--- src/rtl/denoise2d_sched_pkg.sv ---
// Shared types and defaults for the denoise2d op scheduler.
package denoise2d_sched_pkg;

  typedef enum logic [1:0] {
    IDLE = 2'd0,
    RUN  = 2'd1,
    DONE = 2'd2
  } sched_state_e;

  localparam int IDX_W_DEF  = 16;
  localparam int TIME_W_DEF = 24;

  function automatic longint unsigned calc_iters(input int rows, input int cols);
    return longint'(rows) * longint'(cols);
  endfunction

endpackage

--- src/rtl/op_iter_counter.sv ---
// Per-op (x,y) walker over the ROWS x COLS domain; x/y show the current issue,
// or the last issued index while idle, and freeze once the final point is issued.
module op_iter_counter #(
  parameter int ROWS  = 64,
  parameter int COLS  = 64,
  parameter int IDX_W = 16
) (
  input  logic             clk,
  input  logic             rst,
  input  logic             clr,
  input  logic             en,
  output logic [IDX_W-1:0] x,
  output logic [IDX_W-1:0] y,
  output logic             fin
);

  logic [IDX_W-1:0] nx_q, ny_q, lx_q, ly_q;
  logic             fin_q;
  logic             last_col, last_row;

  assign last_col = (nx_q == IDX_W'(COLS - 1));
  assign last_row = (ny_q == IDX_W'(ROWS - 1));

  // nx/ny point at the next point to issue; lx/ly remember the one last issued
  always_ff @(posedge clk or posedge rst) begin
    if (rst) begin
      nx_q  <= '0;
      ny_q  <= '0;
      lx_q  <= '0;
      ly_q  <= '0;
      fin_q <= 1'b0;
    end else if (clr) begin
      nx_q  <= '0;
      ny_q  <= '0;
      lx_q  <= '0;
      ly_q  <= '0;
      fin_q <= 1'b0;
    end else if (en) begin
      lx_q <= nx_q;
      ly_q <= ny_q;
      if (last_col) begin
        if (last_row) begin
          fin_q <= 1'b1;
        end else begin
          nx_q <= '0;
          ny_q <= ny_q + IDX_W'(1);
        end
      end else begin
        nx_q <= nx_q + IDX_W'(1);
      end
    end
  end

  assign x   = en ? nx_q : lx_q;
  assign y   = en ? ny_q : ly_q;
  assign fin = fin_q;

endmodule

--- src/rtl/denoise2d_op_scheduler.sv ---
// Frame sequencer for the denoise2d stencil pipeline: one global time base,
// per-op start offsets, per-op iteration counters and the start/done handshake.
module denoise2d_op_scheduler
  import denoise2d_sched_pkg::*;
#(
  parameter int NUM_OPS = 8,
  parameter int ROWS    = 64,
  parameter int COLS    = 64,
  parameter int IDX_W   = IDX_W_DEF,
  parameter int TIME_W  = TIME_W_DEF
) (
  input  logic                      clk,
  input  logic                      rst,
  input  logic                      start,
  input  logic                      stall,
  input  logic [NUM_OPS*TIME_W-1:0] op_offset,
  output logic [NUM_OPS-1:0]        op_en,
  output logic [NUM_OPS*IDX_W-1:0]  op_x,
  output logic [NUM_OPS*IDX_W-1:0]  op_y,
  output logic                      busy,
  output logic                      done
);

  localparam longint unsigned ITERS = calc_iters(ROWS, COLS);

  sched_state_e              state_q, state_d;
  logic [TIME_W-1:0]         t_q;
  logic [NUM_OPS*TIME_W-1:0] off_q;
  logic [NUM_OPS-1:0]        op_fin, op_last;
  logic                      start_acc, all_fin;

  assign start_acc = (state_q == IDLE) && start;
  // Looks one issue ahead so DONE lands the cycle right after the final issue
  assign all_fin   = &(op_fin | op_last);

  always_ff @(posedge clk or posedge rst) begin
    if (rst) state_q <= IDLE;
    else     state_q <= state_d;
  end

  always_comb begin
    state_d = state_q;
    case (state_q)
      IDLE:    if (start)   state_d = RUN;
      RUN:     if (all_fin) state_d = DONE;
      DONE:                 state_d = IDLE;
      default:              state_d = IDLE;
    endcase
  end

  always_comb begin
    busy = (state_q == RUN);
    done = (state_q == DONE);
  end

  // Global time base: counts unstalled RUN cycles, saturating
  always_ff @(posedge clk or posedge rst) begin
    if (rst) begin
      t_q   <= '0;
      off_q <= '0;
    end else if (start_acc) begin
      t_q   <= '0;
      off_q <= op_offset;
    end else if ((state_q == RUN) && !stall && (t_q != '1)) begin
      t_q <= t_q + TIME_W'(1);
    end
  end

  for (genvar k = 0; k < NUM_OPS; k++) begin : g_op
    assign op_en[k] = (state_q == RUN) && !stall &&
                      (t_q >= off_q[k*TIME_W +: TIME_W]) && !op_fin[k];

    assign op_last[k] = op_en[k] &&
                        (op_x[k*IDX_W +: IDX_W] == IDX_W'(COLS - 1)) &&
                        (op_y[k*IDX_W +: IDX_W] == IDX_W'(ROWS - 1));

    op_iter_counter #(
      .ROWS  (ROWS),
      .COLS  (COLS),
      .IDX_W (IDX_W)
    ) u_iter (
      .clk (clk),
      .rst (rst),
      .clr (start_acc),
      .en  (op_en[k]),
      .x   (op_x[k*IDX_W +: IDX_W]),
      .y   (op_y[k*IDX_W +: IDX_W]),
      .fin (op_fin[k])
    );
  end

  // The latest-starting op must finish before t could saturate
  logic [TIME_W-1:0] max_off;
  logic [63:0]       need_t;

  always_comb begin
    max_off = '0;
    for (int k = 0; k < NUM_OPS; k++) begin
      if (op_offset[k*TIME_W +: TIME_W] > max_off) max_off = op_offset[k*TIME_W +: TIME_W];
    end
  end

  assign need_t = 64'(max_off) + 64'(ITERS);

  always_ff @(posedge clk) begin
    if (!rst && start_acc) begin
      assert (need_t < (64'(1) << TIME_W));
    end
  end

endmodule

--- config.mk ---
export PLATFORM = sky130hd
export DESIGN_NAME = denoise2d_op_scheduler
export DESIGN_NICKNAME = d
export VERILOG_FILES = /design/src/rtl/denoise2d_sched_pkg.sv /design/src/rtl/op_iter_counter.sv /design/src/rtl/denoise2d_op_scheduler.sv
export SDC_FILE = /design/constraint.sdc
export NUM_CORES = 2
export LEC_CHECK = 0
export CORE_UTILIZATION = 55
export DETAILED_ROUTE_END_ITERATION = 16
export PLACE_DENSITY = 0.78
export RECOVER_POWER = 100
export SKIP_CTS_REPAIR_TIMING = 1
export SYNTH_ARGS = -nofsm -noshare
export SYNTH_HDL_FRONTEND = slang
export SYNTH_HIERARCHICAL = 1
export SYNTH_SLANG_ARGS = --single-unit
--- constraint.sdc ---
create_clock -name clk -period 14.72 [get_ports clk]
set_input_delay 2.944 -clock clk [delete_from_list [all_inputs] [get_ports clk]]
set_output_delay 2.944 -clock clk [all_outputs]
set_load 0.005 [all_outputs]
==> metrics.md <==
| Metric | Value |
|---|---|
| Crit path DAT | `8.37 ns` |
| Initial drt markers | `about 2800` |
| Post-DP HPWL | `between 70 and 80 mm` |
| CP Launch Type | `input port` |
| P per Cell Area | `107.2 nW/um^2` |
| Setup Viol. Count Final | `0` |
| First-pass GRT wire length | `175.4 mm` |
| Post-synth top cells | `dfrtp_1 (738), nand2_1 (385), mux2_2 (311)` |
| Pre-antenna DRT Iters | `6` |
| Cell family with most CP delay | `buffers and inverters` |
| CTS tree | `yes` |
| Failing checks | `capacitance limit, slew limit` |
| Post-DR vias/cell | `5.931` |
| Die H | `273.5 microns` |
| Leak | `approximately 0.022 uW` |
| Synth area leader | `dfrtp_1` |
| FFs w/ async S/R, synth | `100.0%` |
| Yosys cell types | `between 70 and 80` |
| Fillers | `around 5700` |
| I/O Buffers | `461` |
| Routed WL | `roughly 110 mm` |
| Starting Density | `between 50% and 60%` |
| Top FF cell, synth | `dfrtp_1` |
| Die area | `74790 sq um` |
| Area taken by flip-flops and latches | `between 15000 and 20000 sq um` |
| Max Slew Vio Count | `1463` |
| Peak VDD IR | `100.5 uV` |
| Post-Syn Area | `slightly above 40000 sq um` |
| CTS H-tree depth | `3` |
| Grt ovf | `0` |
| Cells after Synth | `4087` |
| Max Cap Viol | `23` |
| HP Class | `flop to flop` |
| Synth top area cells | `dfrtp_1 (46%), mux2_2 (8.6%), ha_1 (6.5%)` |
| DRC viols | `0` |
| Slowest-stage cell, CP | `clkbuf_1` |
| # rows | `99` |
| Most frequent cell after synthesis | `dfrtp_1` |
| Synth top area share | `45.56%` |
| CTS Sinks | `between 700 and 800` |
| Boundary Pins | `462` |
| Post-synthesis sequential area ratio | `around 46%` |
| Crit-path max cell delay | `about 1.8 ns` |
| Root Buffer | `clkbuf_16` |
| Number of global-route vias before repair | `between 30000 and 40000` |
| Fmax | `88.39 MHz` |
| Tcrit/Tclk final | `between 70% and 80%` |
| Status | `finished, violations left` |
| Flops & latches, synth | `roughly 740` |
| Area of the multi-input gates | `roughly 20000 sq um` |
| Critical Path Fanout Max | `48` |
| Syn nets | `between 4000 and 5000` |
| Largest net degree at the start of global routing | `around 210` |
| CTS Buf Count | `80` |
| GPL Wtd Cong | `0.8740` |
| Clock Skew | `~0.027 ns` |
| Layout cell share with drive strength beyond 1 | `~7.3%` |
| Min Clock Period, post-route | `approximately 11 ns` |
| Critical path cell sequence | `dlygate4sd3_1, nor2_1, clkbuf_1, o21ai_0, nor2_4, clkbuf_1, o21ai_0, dlygate4sd3_1` |
| Clk pin slew, worst setup/hold paths | `0.06 ns` |
| Worst endpoint required time | `approximately 12 ns` |
| CP Capture Type | `output pin` |
| Post-route ant nets | `0` |
| Layout area overhead | `20.05%` |
| Initial antenna violation count | `40` |
| Post-layout net count | `about 5000` |
| CP bufs+invs | `4` |
| Via count | `between 30000 and 40000` |
| RSZ-0062 raised after global routing | `no` |
| Synth Area per Inst | `between 9 and 10 sq um` |
| EDFF count, synth | `0` |
| Die X | `~270 microns` |
| WS Path Type | `input port to output pin` |
| Routed len/inst | `approximately 20 microns` |
| Clock Path Buffers | `3` |
| Worst slew pin tran | `~6 ns` |
| GRT Util Overall | `around 30%` |
| PnR Total Power | `between 5000 and 6000 uW` |
| Setup TNS Final | `0 ns` |
| Final Hold Fails | `0` |
| CORE AREA | `72960 sq um` |
| Max-slew headroom | `-310.4%` |
| Yosys warns | `6` |
| Worst-Skew Late Latency | `0.63 ns` |
## flip-flops by register name (all words and copies together), names as in the netlist
signal and flops:
off_q 192, g_op.u_iter/fin 8, g_op.u_iter/lx_q 128, g_op.u_iter/nx_q 128
g_op.u_iter/ny_q 128, state_q 2, g_op.u_iter/ly_q 128, t_q 24
## cell families (layout without fill, tap and decap cells)
group                    count (synthesis)  count (layout)  synth area share [%]
AO/OA/AOI/OAI                          685             685                 10.33
flip-flops                             738             738                 45.56
other                                    0              34                     0
multiplexers                           323             323                 8.967
buffers and inverters                  468             928                 4.850
adder cells (fa/ha/maj)                209             209                 6.452
AND/OR/NAND/NOR                       1610            1610                 22.67
XOR/XNOR                                54              54                 1.167
## worst reg2reg max path, cell delays in order (launching register included)
cell	delay [ns]
dfrtp_1	0.42
nor3b_1	1.91
clkbuf_1	1.79
buf_4	1.03
clkbuf_1	2.54
o21ai_0	0.43
## per-layer routing
| layer | up-vias | track usage (%) | wire length (microns) |
|---|---|---|---|
| met4 | 14 | 14.03 | 4381 |
| met2 | 994 | 47.43 | 53360 |
| met3 | 241 | 3.956 | 5983 |
| met1 | 16110 | 40.24 | 48250 |
| met5 | - | 0 | 86 |
| li1 | 15500 | - | - |
## stage by stage
| step | setup slack, ns | utilization, % | hold slack, ns | instance area, sq um | instances |
|---|---|---|---|---|---|
| after floorplan | 5.812 | - | 0.4696 | 40530 | 4087 |
| after global placement | 5.939 | 62.90 | 0.4964 | 45890 | 5361 |
| after detailed placement | 5.852 | 62.90 | 0.5028 | 45890 | 5361 |
| after CTS | 5.847 | 66.74 | 0.5160 | 48690 | 5506 |
| after global routing | 3.054 | 66.69 | 0.5404 | 48650 | 5538 |
| final | 3.406 | 66.69 | 0.5092 | 48660 | 5540 |
## report_power, final
part           switching, uW  leakage (uW)  internal (uW)
registers               77.8       0.00992           2220
logic                    478        0.0107            300
clock network            848       0.00137           1290
total                   1400        0.0220           3810
## path summary, 6_finish.rpt
check | startpoint | end | slack (ns) | cells past startpoint
worst max-delay path | stall | op_x[90] | 3.41 | 8
worst min-delay path | off_q[168] | off_q[168] | 0.51 | 1
worst max register to register | state_q[0] | off_q[124] | 6.30 | 5
worst min register to register | off_q[168] | off_q[168] | 0.51 | 1
max in group asynchronous | rst | t_q[9] | 6.36 | 3
min in group asynchronous | rst | g_op[2].u_iter/ny_q[1] | 4.63 | 4
## final cells by class
| type | count | area share, % |
|---|---|---|
| antenna | 34 | 0.1749 |
| clock buffer | 109 | 4.801 |
| clock inverter | 36 | 0.9617 |
| inverter | 269 | 2.078 |
| multi-input combinational | 2881 | 41.43 |
| sequential | 738 | 37.95 |
| tap | 959 | 2.466 |
| timing repair buffer | 514 | 10.13 |
## placed cells by master (no fill, tap or decap), types with 16 or more instances in the layout
cell,Yosys,layout
a211oi_1,24,24
a21oi_1,159,159
a31oi_1,22,22
a41oi_1,16,16
and2_0,0,124
and2_1,238,114
and3_1,37,37
and4_1,42,42
buf_4,0,27
clkbuf_1,132,36
clkbuf_16,0,84
clkdlybuf4s50_1,0,432
clkinv_2,0,16
dfrtp_1,738,738
diode_2,0,34
dlygate4sd3_1,0,29
ha_1,209,209
inv_1,269,260
mux2_1,10,243
mux2_2,311,78
nand2_1,385,385
nand3_1,93,93
nand4_1,103,103
nand4b_1,21,21
nor2_1,215,208
nor2b_1,114,114
nor3_1,28,28
nor4_1,102,100
nor4b_1,31,31
o211ai_1,17,17
o21ai_0,257,257
o311ai_0,28,28
o31ai_1,45,45
o41ai_1,21,21
or3_1,32,32
or4_1,66,66
or4_4,23,23
xnor2_1,29,29
xor2_1,25,25
Note: power is estimated with default switching activity, not from simulation.
